--- src/rtl/gps_sample_packer.sv ---
// Packs strobed GPS front-end sign samples (optionally sign+magnitude) into 32-bit
// buffer writes. Define GPS_SAMPLE_PACKER_MAG_EN to add gps_rec_mag and pack 2-bit samples.
//
// state   | meaning
// --------+-----------------------------------------------------------
// IDLE    | no capture in progress, waiting for arm
// ARMED   | armed, waiting for the first rising edge of strobed sync
// CAPTURE | packing every strobed sample into words and writing them out
module gps_sample_packer #(
    parameter int DEPTH_LOG2    = 9,
    parameter int START_ON_SYNC = 1
) (
    input  logic                  sys_clk,
    input  logic                  sys_rst_n,
    input  logic                  sample_stb,
    input  logic                  gps_rec_data,
`ifdef GPS_SAMPLE_PACKER_MAG_EN
    input  logic                  gps_rec_mag,
`endif
    input  logic                  gps_rec_sync,
    input  logic                  arm,
    input  logic                  abort,
    output logic [DEPTH_LOG2-1:0] wr_adr,
    output logic [31:0]           wr_dat,
    output logic                  wr_we,
    output logic                  busy,
    output logic                  done_irq,
    output logic                  gap_err
);

`ifdef GPS_SAMPLE_PACKER_MAG_EN
    localparam int BPS = 2;
`else
    localparam int BPS = 1;
`endif
    localparam int         SPW     = 32 / BPS;
    localparam logic [5:0] SPW_CNT = 6'(SPW);

    typedef enum logic [1:0] {
        IDLE    = 2'd0,
        ARMED   = 2'd1,
        CAPTURE = 2'd2
    } state_t;

    state_t                 state, state_nxt;
    logic [31-BPS:0]        shift;
    logic [31:0]            shift_nxt;
    logic [5:0]             cnt_left;
    logic [DEPTH_LOG2-1:0]  word_idx;
    logic                   prev_sync;
    logic [BPS-1:0]         smp;

    logic start, pack, word_done, last_word, clr_gap, set_gap;

`ifdef GPS_SAMPLE_PACKER_MAG_EN
    assign smp = {gps_rec_data, gps_rec_mag};
`else
    assign smp = gps_rec_data;
`endif

    assign shift_nxt = {shift, smp};
    assign last_word = (word_idx == {DEPTH_LOG2{1'b1}});
    assign busy      = (state == ARMED) || (state == CAPTURE);

    always_ff @(posedge sys_clk) begin
        if (!sys_rst_n) begin
            state <= IDLE;
        end else begin
            state <= state_nxt;
        end
    end

    always_comb begin
        state_nxt = state;
        start     = 1'b0;
        pack      = 1'b0;
        clr_gap   = 1'b0;
        set_gap   = 1'b0;
        case (state)
            IDLE: begin
                if (arm && !abort) begin
                    start     = 1'b1;
                    clr_gap   = 1'b1;
                    state_nxt = (START_ON_SYNC != 0) ? ARMED : CAPTURE;
                end
            end
            ARMED: begin
                if (abort) begin
                    state_nxt = IDLE;
                end else if (sample_stb && gps_rec_sync && !prev_sync) begin
                    // the edge sample itself is the first one packed
                    pack      = 1'b1;
                    state_nxt = CAPTURE;
                end
            end
            CAPTURE: begin
                if (sample_stb) begin
                    pack    = 1'b1;
                    set_gap = !gps_rec_sync;
                end
            end
            default: state_nxt = IDLE;
        endcase

        word_done = pack && (cnt_left == 6'd1);

        // abort still lets a completing word through; it just ends the capture
        if (state == CAPTURE && (abort || (word_done && last_word))) begin
            state_nxt = IDLE;
        end
    end

    always_ff @(posedge sys_clk) begin
        if (!sys_rst_n) begin
            wr_we     <= 1'b0;
            done_irq  <= 1'b0;
            wr_adr    <= '0;
            wr_dat    <= '0;
            gap_err   <= 1'b0;
            shift     <= '0;
            cnt_left  <= '0;
            word_idx  <= '0;
            prev_sync <= 1'b0;
        end else begin
            wr_we    <= 1'b0;
            done_irq <= 1'b0;

            if (sample_stb) begin
                prev_sync <= gps_rec_sync;
            end

            if (clr_gap) begin
                gap_err <= 1'b0;
            end else if (set_gap) begin
                gap_err <= 1'b1;
            end

            if (start) begin
                cnt_left <= SPW_CNT;
                word_idx <= '0;
                shift    <= '0;
            end

            if (pack) begin
                if (word_done) begin
                    wr_we    <= 1'b1;
                    wr_dat   <= shift_nxt;
                    wr_adr   <= word_idx;
                    done_irq <= last_word;
                    word_idx <= word_idx + 1'b1;
                    cnt_left <= SPW_CNT;
                    shift    <= '0;
                end else begin
                    shift    <= shift_nxt[31-BPS:0];
                    cnt_left <= cnt_left - 6'd1;
                end
            end
        end
    end

endmodule

--- config.mk ---
export PLATFORM = sky130hd
export DESIGN_NAME = gps_sample_packer
export DESIGN_NICKNAME = d
export VERILOG_FILES = /design/src/rtl/gps_sample_packer.sv
export SDC_FILE = /design/constraint.sdc
export NUM_CORES = 1
export LEC_CHECK = 0
export CAP_MARGIN = 0
export CORE_MARGIN = 8
export CORE_UTILIZATION = 57
export CTS_CLUSTER_SIZE = 30
export DETAILED_ROUTE_END_ITERATION = 8
export GPL_TIMING_DRIVEN = 0
export PLACE_DENSITY = 0.88
export SLEW_MARGIN = 20
export SYNTH_ARGS = -nofsm -noshare
export SYNTH_HDL_FRONTEND = slang
export SYNTH_SLANG_ARGS = --single-unit
export TNS_END_PERCENT = 30
--- constraint.sdc ---
create_clock -name sys_clk -period 2.75 [get_ports sys_clk]
set_input_delay 0.6875 -clock sys_clk [delete_from_list [all_inputs] [get_ports sys_clk]]
set_output_delay 0.6875 -clock sys_clk [all_outputs]
set_load 0.005 [all_outputs]
# Word-level counts from Yosys, hierarchy flattened
# Index checks and enable logic that the tools add are counted.
[word_totals] ff_bits=93
[op_classes] muxes=22 addsub=2 n_bitwise=2 n_reduce_logical=19 n_eq_ne=6
[op_table] cell="31-bit 2-to-1 mux" n=3
[op_table] cell="9-bit 2-to-1 mux" n=3
[op_table] cell="6-bit 2-to-1 mux" n=3
[op_table] cell="9-bit by 1-bit adder with 9-bit output (second input constant)" n=1
[op_table] cell="9-bit == test (second input constant)" n=1
[op_table] cell="1-bit 2-to-1 mux" n=8
[op_table] cell="6-bit by 1-bit == test with 1-bit output (second input constant)" n=1
[op_table] cell="1-bit logical AND" n=6
[op_table] cell="2-bit 2-to-1 mux" n=3
[op_table] cell="2-bit one-hot mux with 3 select lines" n=1
[op_table] cell="3-bit AND reduction" n=2
[op_table] cell="6-bit by 1-bit subtractor with 6-bit output (second input constant)" n=1
[op_table] cell="2-bit AND reduction" n=2
[op_table] cell="2-bit OR reduction" n=2
[op_table] cell="1-bit logical NOT" n=3
[op_table] cell="3-bit by 2-bit inequality test with 1-bit output (second input constant)" n=1
[op_table] cell="2-bit by 1-bit == test with 1-bit output (second input constant)" n=1
[op_table] cell="2-bit == test (second input constant)" n=1
[op_table] cell="2-bit logical NOT" n=1
[op_table] cell="1-bit logical OR" n=2
[op_table] cell="2-bit inequality test (second input constant)" n=1
[op_table] cell="1-bit NOT" n=2
[op_table] cell="1-bit one-hot mux with 2 select lines" n=1
[op_table] cell="2-bit nonzero test" n=1

# Depth between registers and ports, before layout
# Gate-level depths: netlist (run 1).
[depth] depth_word=10 depth_mapped=8 mapped_depth_nobuf=7

# Worst setup path before layout (run 1)
# No wires, ideal clock.
[synth_path] path_kind="input port to flip-flop" start="input abort" end="register wr_adr[0]" setup_slack_ps=698 required_time_ps=2681 cell_stages=5 setup_time_ps=69 arrival_time_ps=1983 path_cell_list="nand4bb_1 -> a2111oi_4 -> buf_6 -> nand2_1 -> a21oi_2"
[synth_via] elab_chain_len=4
[synth_lines] item="start, declared" line_no="22" text="input logic abort,"
[synth_lines] item="1-bit 2-to-1 mux *" line_no="88" text="if (abort) begin"
[synth_lines] item="1-bit one-hot mux with 2 select lines *" line_no="79" text="case (state)"
[synth_lines] item="1-bit logical AND" line_no="105" text="word_done = pack && (cnt_left == 6'd1);"
[synth_lines] item="2-bit AND reduction (no line) *"
[synth_lines] item="end signal, assigned" line_no="148" text="wr_adr <= word_idx;"
[synth_lines] item="end, declared" line_no="23" text="output logic [DEPTH_LOG2-1:0] wr_adr,"
# Every way passes the cells marked *; elsewhere a longest branch is shown, timed or not.
# A chain may end at the register's enable or synchronous reset.

# Worst setup path in the final report (run 1)
[layout_path] start="input abort" end="register shift[23]"
[layout_via] elab_chain_len=5
[layout_lines] item="1-bit 2-to-1 mux / 1-bit logical NOT (equally long branches)" line_no="88, 81"
[layout_lines] item="1-bit one-hot mux with 2 select lines / 1-bit logical AND (equally long branches)" line_no="79, 81"
[layout_lines] item="1-bit logical AND / 1-bit 2-to-1 mux (equally long branches)" line_no="105, 81"
[layout_lines] item="31-bit 2-to-1 mux / 1-bit 2-to-1 mux (equally long branches)" line_no="145, 79"
[layout_lines] item="31-bit 2-to-1 mux / 2-bit nonzero test (equally long branches)"
[layout_lines] item="end signal, assigned" line_no="154" text="shift <= shift_nxt[31-BPS:0];"
[layout_lines] item="end, declared" line_no="46" text="logic [31-BPS:0] shift;"
# Parallel ways exist; a longest one is shown, timed or not.

==> run summary, run 1 <==
Run status = finished clean
Synthesized Nets = 396
Ys async rst share = 0%
Clock Skew = 0.00781 ns
Cell taking the most area after synthesis = dfxtp_1
Initial Utilization = 59.3%
Syn_area_per_cell = 9.30 um2
Hold crit path type = reg2reg
EDFF count, synth = 0
DRC = 0
Final Hold Vio Count = 0
Vias in the first global route = 3018
Detail Route Antenna Nets = 0
Syn Inst Count = 382
RSZ-0062 raised after global routing = false
CORE AREA = 5990 um2
Count leader, synth = dfxtp_1
Vias per inst = 5.68
Sum of negative setup slack = 0 ns
Critical Path Sink Type = flop
WL/cell = 16.3 um
DIE WIDTH = 95.0 um
Worst hold endpoint = wr_dat[21]$_SDFFE_PN0P_
First-pass GRT wire length = 14200 um
Dpl cell area = 4150 um2
Drt pass-1 iters = 4
Maximum VDD drop = 322 uV
Post-CTS setup buffers = 0
Actual slew at the worst max-slew pin = 0.841 ns
CP max-delay cell = clkdlybuf4s50_1
Final WL = 8510 um
I/O pin cnt = 52
Routed via count = 2970
Dpl hpwl = 5820 um
Yosys top cell area share = 52.4%
Worst rel slew slack = 43.9%
1st-iter DRT viols = 165
Diode count = 0
Synth area leaders = dfxtp_1 52%, nand2_1 9.7%, a22o_1 8.4%
Clk buf depth = 2
Max FO, Critical Path = 10
Crit-path cells = clkdlybuf4s50_1 -> nand4bb_1 -> a21oi_1 -> nor2_1 -> clkbuf_1 -> a22o_1
Layout cells sized above 1 = 8.71%
Period utilization = 95.3%
FF-to-FF setup slack = 0.41 ns
Row count = 28
Die Ht = 95.0 um
Clk pin slew, worst setup/hold paths = 0.09 ns
Num CTS Buffers = 9
Crit start category = input port
Power density over cell area = 566 nW/um2
Seq cells post-synth = 93
Nets = 457
Fmax = 382 MHz
Port bufs = 50
Max-cap viol count = 0
Final Cell Area = 4380 um2
Critical path required time = 3.06 ns
Clock sink total = 93
RR Startpoint = state[0]$_SDFFE_PP0P_
Hold Path Stages = 2
DP Cell Count = 507
R2R depth = 7
Total power = 2.48 mW
Clock root cell = clkbuf_8
YS warnings = 0
Gpl congestion = 0.778
H-tree depth = 3
Crit Path Class = in2reg
Clock latency on the worst-skew pair = 0.36 ns
Full die area = 9020 um2
Area Overhead vs Synth = 23.3%
Leak pwr = 1.55 nW
Number of antenna violations at the first check in global routing = 0
CTS Hold Bufs = 0
Final cell count without fillers = 523
Hold Crit Start = wr_dat[21]$_SDFFE_PN0P_
Slew Limit Fails = 0
Largest net degree at the start of global routing = 17
Crit path DAT = 2.93 ns
Worst stage delay on the critical path = 0.54 ns
CTS resizes = 0
WHS = 0.455 ns
Final setup viols = 0
Post-synth top flop = dfxtp_1
Total GRT Usage = 19.7%
CTS tree = done
Post-synth top cells = 93 x dfxtp_1, 92 x nand2_1, 40 x a21oi_1, 34 x a22o_1, 12 x clkbuf_1
Reg-to-Reg End = shift[23]$_SDFFE_PN0P_
Synth cell types = 44
Mapped cell area = 3550 um2
Register area share after synthesis = 52.4%
Gr ovfl total = 0
Tmin final = 2.62 ns
## cells by family after synthesis
family                     Yosys count  synth area share (%)
and+or+nand+nor                    136                  17.0
AOI/OAI and AO/OA                  106                  21.5
DFF                                 93                  52.4
buffers and inverters               34                  4.96
adders and majority gates            7                  2.46
muxes                                4                  1.16
xor gates and xnor gates             2                 0.493
## power breakdown
part	internal, mW	switching [mW]
Sequential	1.35	0.00378
Combinational	0.0323	0.0589
Clock	0.544	0.489
## stage by stage
step | worst slack (ns) | utilization (%)
2_1_floorplan | 0.698 | -
3_3_place_gp | -0.114 | 69.2
3_5_place_dp | -0.195 | 69.2
4_1_cts | 0.171 | 73.1
5_1_grt | 0.0154 | 73.1
6_report | 0.130 | 73.1
## layout by cell type (no fill, tap or decap), types with 2 or more instances in the layout
cell type | Yosys | layout
dfxtp_1 | 93 | 93
nand2_1 | 92 | 92
clkdlybuf4s50_1 | 0 | 50
a21oi_1 | 40 | 40
a22o_1 | 34 | 34
clkbuf_1 | 12 | 12
nand3_1 | 10 | 10
clkbuf_8 | 0 | 10
inv_1 | 9 | 9
a21oi_2 | 8 | 8
nor2_1 | 7 | 7
ha_1 | 7 | 7
nand3b_1 | 6 | 6
o21ai_0 | 6 | 6
and3_1 | 5 | 5
nor3_1 | 4 | 4
buf_4 | 4 | 4
a31oi_1 | 4 | 4
buf_6 | 4 | 4
mux2i_1 | 3 | 3
nand2b_1 | 3 | 3
buf_2 | 3 | 3
nor2b_1 | 2 | 2
nand4_1 | 2 | 2
o21a_1 | 2 | 2
a211oi_1 | 2 | 2
bufinv_16 | 0 | 2
clkinvlp_4 | 0 | 2
## layout make-up
| class | count | area (um2) |
|---|---|---|
| Buffer | 24 | 139 |
| Inverter | 10 | 37.5 |
| Clock inverter | 6 | 95.1 |
| Fill cell | 454 | 1610 |
| Sequential cell | 93 | 1860 |
| Multi-Input combinational cell | 255 | 1520 |
| Tap cell | 75 | 93.8 |
| Clock buffer | 10 | 138 |
| Timing Repair Buffer | 50 | 500 |
## registers in the layout (all words and copies together) (netlist names), 2 cells and up
| name | count |
|---|---|
| wr_dat | 32 |
| state | 2 |
| cnt_left | 6 |
| shift | 31 |
| word_idx | 9 |
| wr_adr | 9 |
## layer usage
layer,share of wire (%),vias up,global-route usage (%)
li1,-,1450,-
met1,43,1429,22.7
met2,50,72,33.6
met3,4.8,19,3.89
met4,2.2,0,11.2
met5,0,-,0
## how the worst max path moves through the flow
| stage | end | from | cells past startpoint |
|---|---|---|---|
| 2_1_floorplan | wr_adr[0]$_SDFFE_PN0P_ | abort | 5 |
| 4_1_cts | shift[27]$_SDFFE_PN0P_ | abort | 6 |
| 6_report | shift[23]$_SDFFE_PN0P_ | abort | 6 |
| 5_1_grt | shift[23]$_SDFFE_PN0P_ | abort | 6 |
| 3_3_place_gp | wr_adr[0]$_SDFFE_PN0P_ | abort | 6 |
| 3_5_place_dp | shift[27]$_SDFFE_PN0P_ | abort | 6 |
## critical path: cells and delay by family
family / cells / cell delay [ns]
AO/OA/AOI/OAI: 2 / 0.42
AND/OR/NAND/NOR: 2 / 0.82
buffers and inverters: 2 / 0.99
(Power assumes the default switching activity.)
==> run 2: changes to the inputs <==
Settings changed: CORE_UTILIZATION 57 to 30, PLACE_DENSITY 0.88 to 0.54.
==> run 2 against run 1 <==
  * Clock skew is 0.0027 ns higher
  * Clock power is 21% higher
  * Die area is 73% higher
  * Sequential power hardly changed
  * Clock-buffer cell count stayed put
  * Power is 8.8% higher
  * First-iteration DRC count is 31% lower
  * Global-route usage is 9.3 points lower
  * Register-to-register slack better by 0.15 ns
==> run summary, run 2 (synthesis results as in run 1) <==
Slack of the critical path = 0.185 ns
Detail Route Antenna Nets = 0
Initial Utilization = 31.0%
Power density over cell area = 595 nW/um2
CP Launch Point = abort
Largest net degree at the start of global routing = 17
Crit start category = input port
Die Ht = 125 um
Hold Path Stages = 2
CORE AREA = 11500 um2
Gpl congestion = 0.743
Port bufs = 50
CP max-delay cell = a21oi_1
I/O pin cnt = 52
Vias in the first global route = 2795
Clock latency on the worst-skew pair = 0.34 ns
DP Cell Count = 575
Row count = 39
Area Overhead vs Synth = 27.6%
Slew Limit Fails = 0
Biggest register = wr_dat
CTS tree = done
Clock Skew = 0.0105 ns
Routed via count = 2867
Fmax = 390 MHz
Dpl hpwl = 5800 um
Number of antenna violations at the first check in global routing = 0
Gr ovfl total = 0
Hold crit path type = reg2reg
Largest register FFs = 32
Commonest non-fill, non-tap cells in the layout = 93 x dfxtp_1, 92 x nand2_1, 50 x clkdlybuf4s50_1
Clock sink total = 93
Full die area = 15600 um2
RSZ-0062 raised after global routing = false
R2R depth = 8
RR Startpoint = state[0]$_SDFFE_PP0P_
Biggest regs = wr_dat (32), shift (31)
Total GRT Usage = 10.4%
Pre-CTS setup slack = -0.193 ns
Run status = finished clean
H-tree depth = 3
DRC = 0
Final Hold Vio Count = 0
Fill cells = 1182
Layout cells sized above 1 = 8.71%
DIE WIDTH = 125 um
Clk buf depth = 2
CTS Hold Bufs = 0
Drt pass-1 iters = 4
Period utilization = 93.3%
Final setup viols = 0
Crit path DAT = 2.84 ns
Most used cell along the critical path = buf_4
Critical Path Sink Type = flop
Post-CTS setup buffers = 0
Actual slew at the worst max-slew pin = 0.806 ns
Hold Crit Start = wr_adr[1]$_SDFFE_PN0P_
Dpl cell area = 4230 um2
Clock root cell = clkbuf_16
Max-cap viol count = 0
Diode count = 0
Tmin final = 2.56 ns
Total power = 2.70 mW
Final WL = 8070 um
First-pass GRT wire length = 13800 um
1st-iter DRT viols = 114
Max FO, Critical Path = 10
Worst rel slew slack = 46.3%
Final Cell Area = 4530 um2
Nets = 457
Leak pwr = 1.59 nW
Num CTS Buffers = 9
WL/cell = 13.7 um
Maximum VDD drop = 270 uV
Clk pin slew, worst setup/hold paths = 0.07 ns
Commonest non-fill, non-tap cell in the layout = dfxtp_1
Worst stage delay on the critical path = 0.53 ns
WHS = 0.449 ns
Vias per inst = 4.85
Final cell count without fillers = 591
Critical path required time = 3.02 ns
Crit-path cells = clkdlybuf4s50_1 -> nand4bb_1 -> a21oi_1 -> and3_1 -> buf_4 -> buf_4 -> a22o_1
Crit Path Class = in2reg
run 2: area by class of cell:
class	instances	area [um2]	share of cell area (%)
buffer	24	139	3.06
clock buffer	10	229	5.05
clock inverter	6	70.1	1.55
inverter	10	37.5	0.828
multi-input combinational	255	1520	33.5
sequential	93	1860	41.1
tap	143	179	3.95
timing repair buffer	50	500	11.0
run 2: repair_timing:
| item | CTS | global route |
|---|---|---|
| setup endpoints to repair | 0 | 15 |
| resized for setup | 0 | 1 |
| endpoints found under the hold margin | 0 | 0 |
run 2: path summary, 6_finish.rpt:
path                       endpoint  slack (ns)
max reg2reg   shift[3]$_SDFFE_PN0P_        0.56
min reg2reg  wr_adr[1]$_SDFFE_PN0P_        0.45
min          wr_adr[1]$_SDFFE_PN0P_        0.45
max           shift[3]$_SDFFE_PN0P_        0.19
run 2: through the flow:
| step | setup TNS [ns] | utilization [%] |
|---|---|---|
| after floorplan | 0 | - |
| after global placement | -8.91 | 36.9 |
| after detailed placement | -10.03 | 36.9 |
| after CTS | 0 | 39.5 |
| after global routing | 0 | 39.5 |
| final | 0 | 39.5 |
run 2: critical path: cells and delay by family:
kind	cells	cell delay, ns
compound gates	2	0.69
buf+inv	3	0.82
simple gates	2	0.62
run 2: power breakdown:
group	total, mW	internal, mW	switching (mW)
clock network	1.25	0.714	0.538
registers	1.35	1.35	0.00375
logic	0.0898	0.0324	0.0574
total	2.70	2.10	0.599
run 2: per-layer routing:
metal  vias to the layer above  wire (um)  share of wire [%]  global-route usage [%]
met2                        41       3610                 45                    16.1
met1                      1363       3960                 49                    13.3
met4                         0        107                1.3                    4.62
li1                       1452          -                  -                       -
met3                        11        394                4.9                    2.89
met5                         -          0                  0                       0
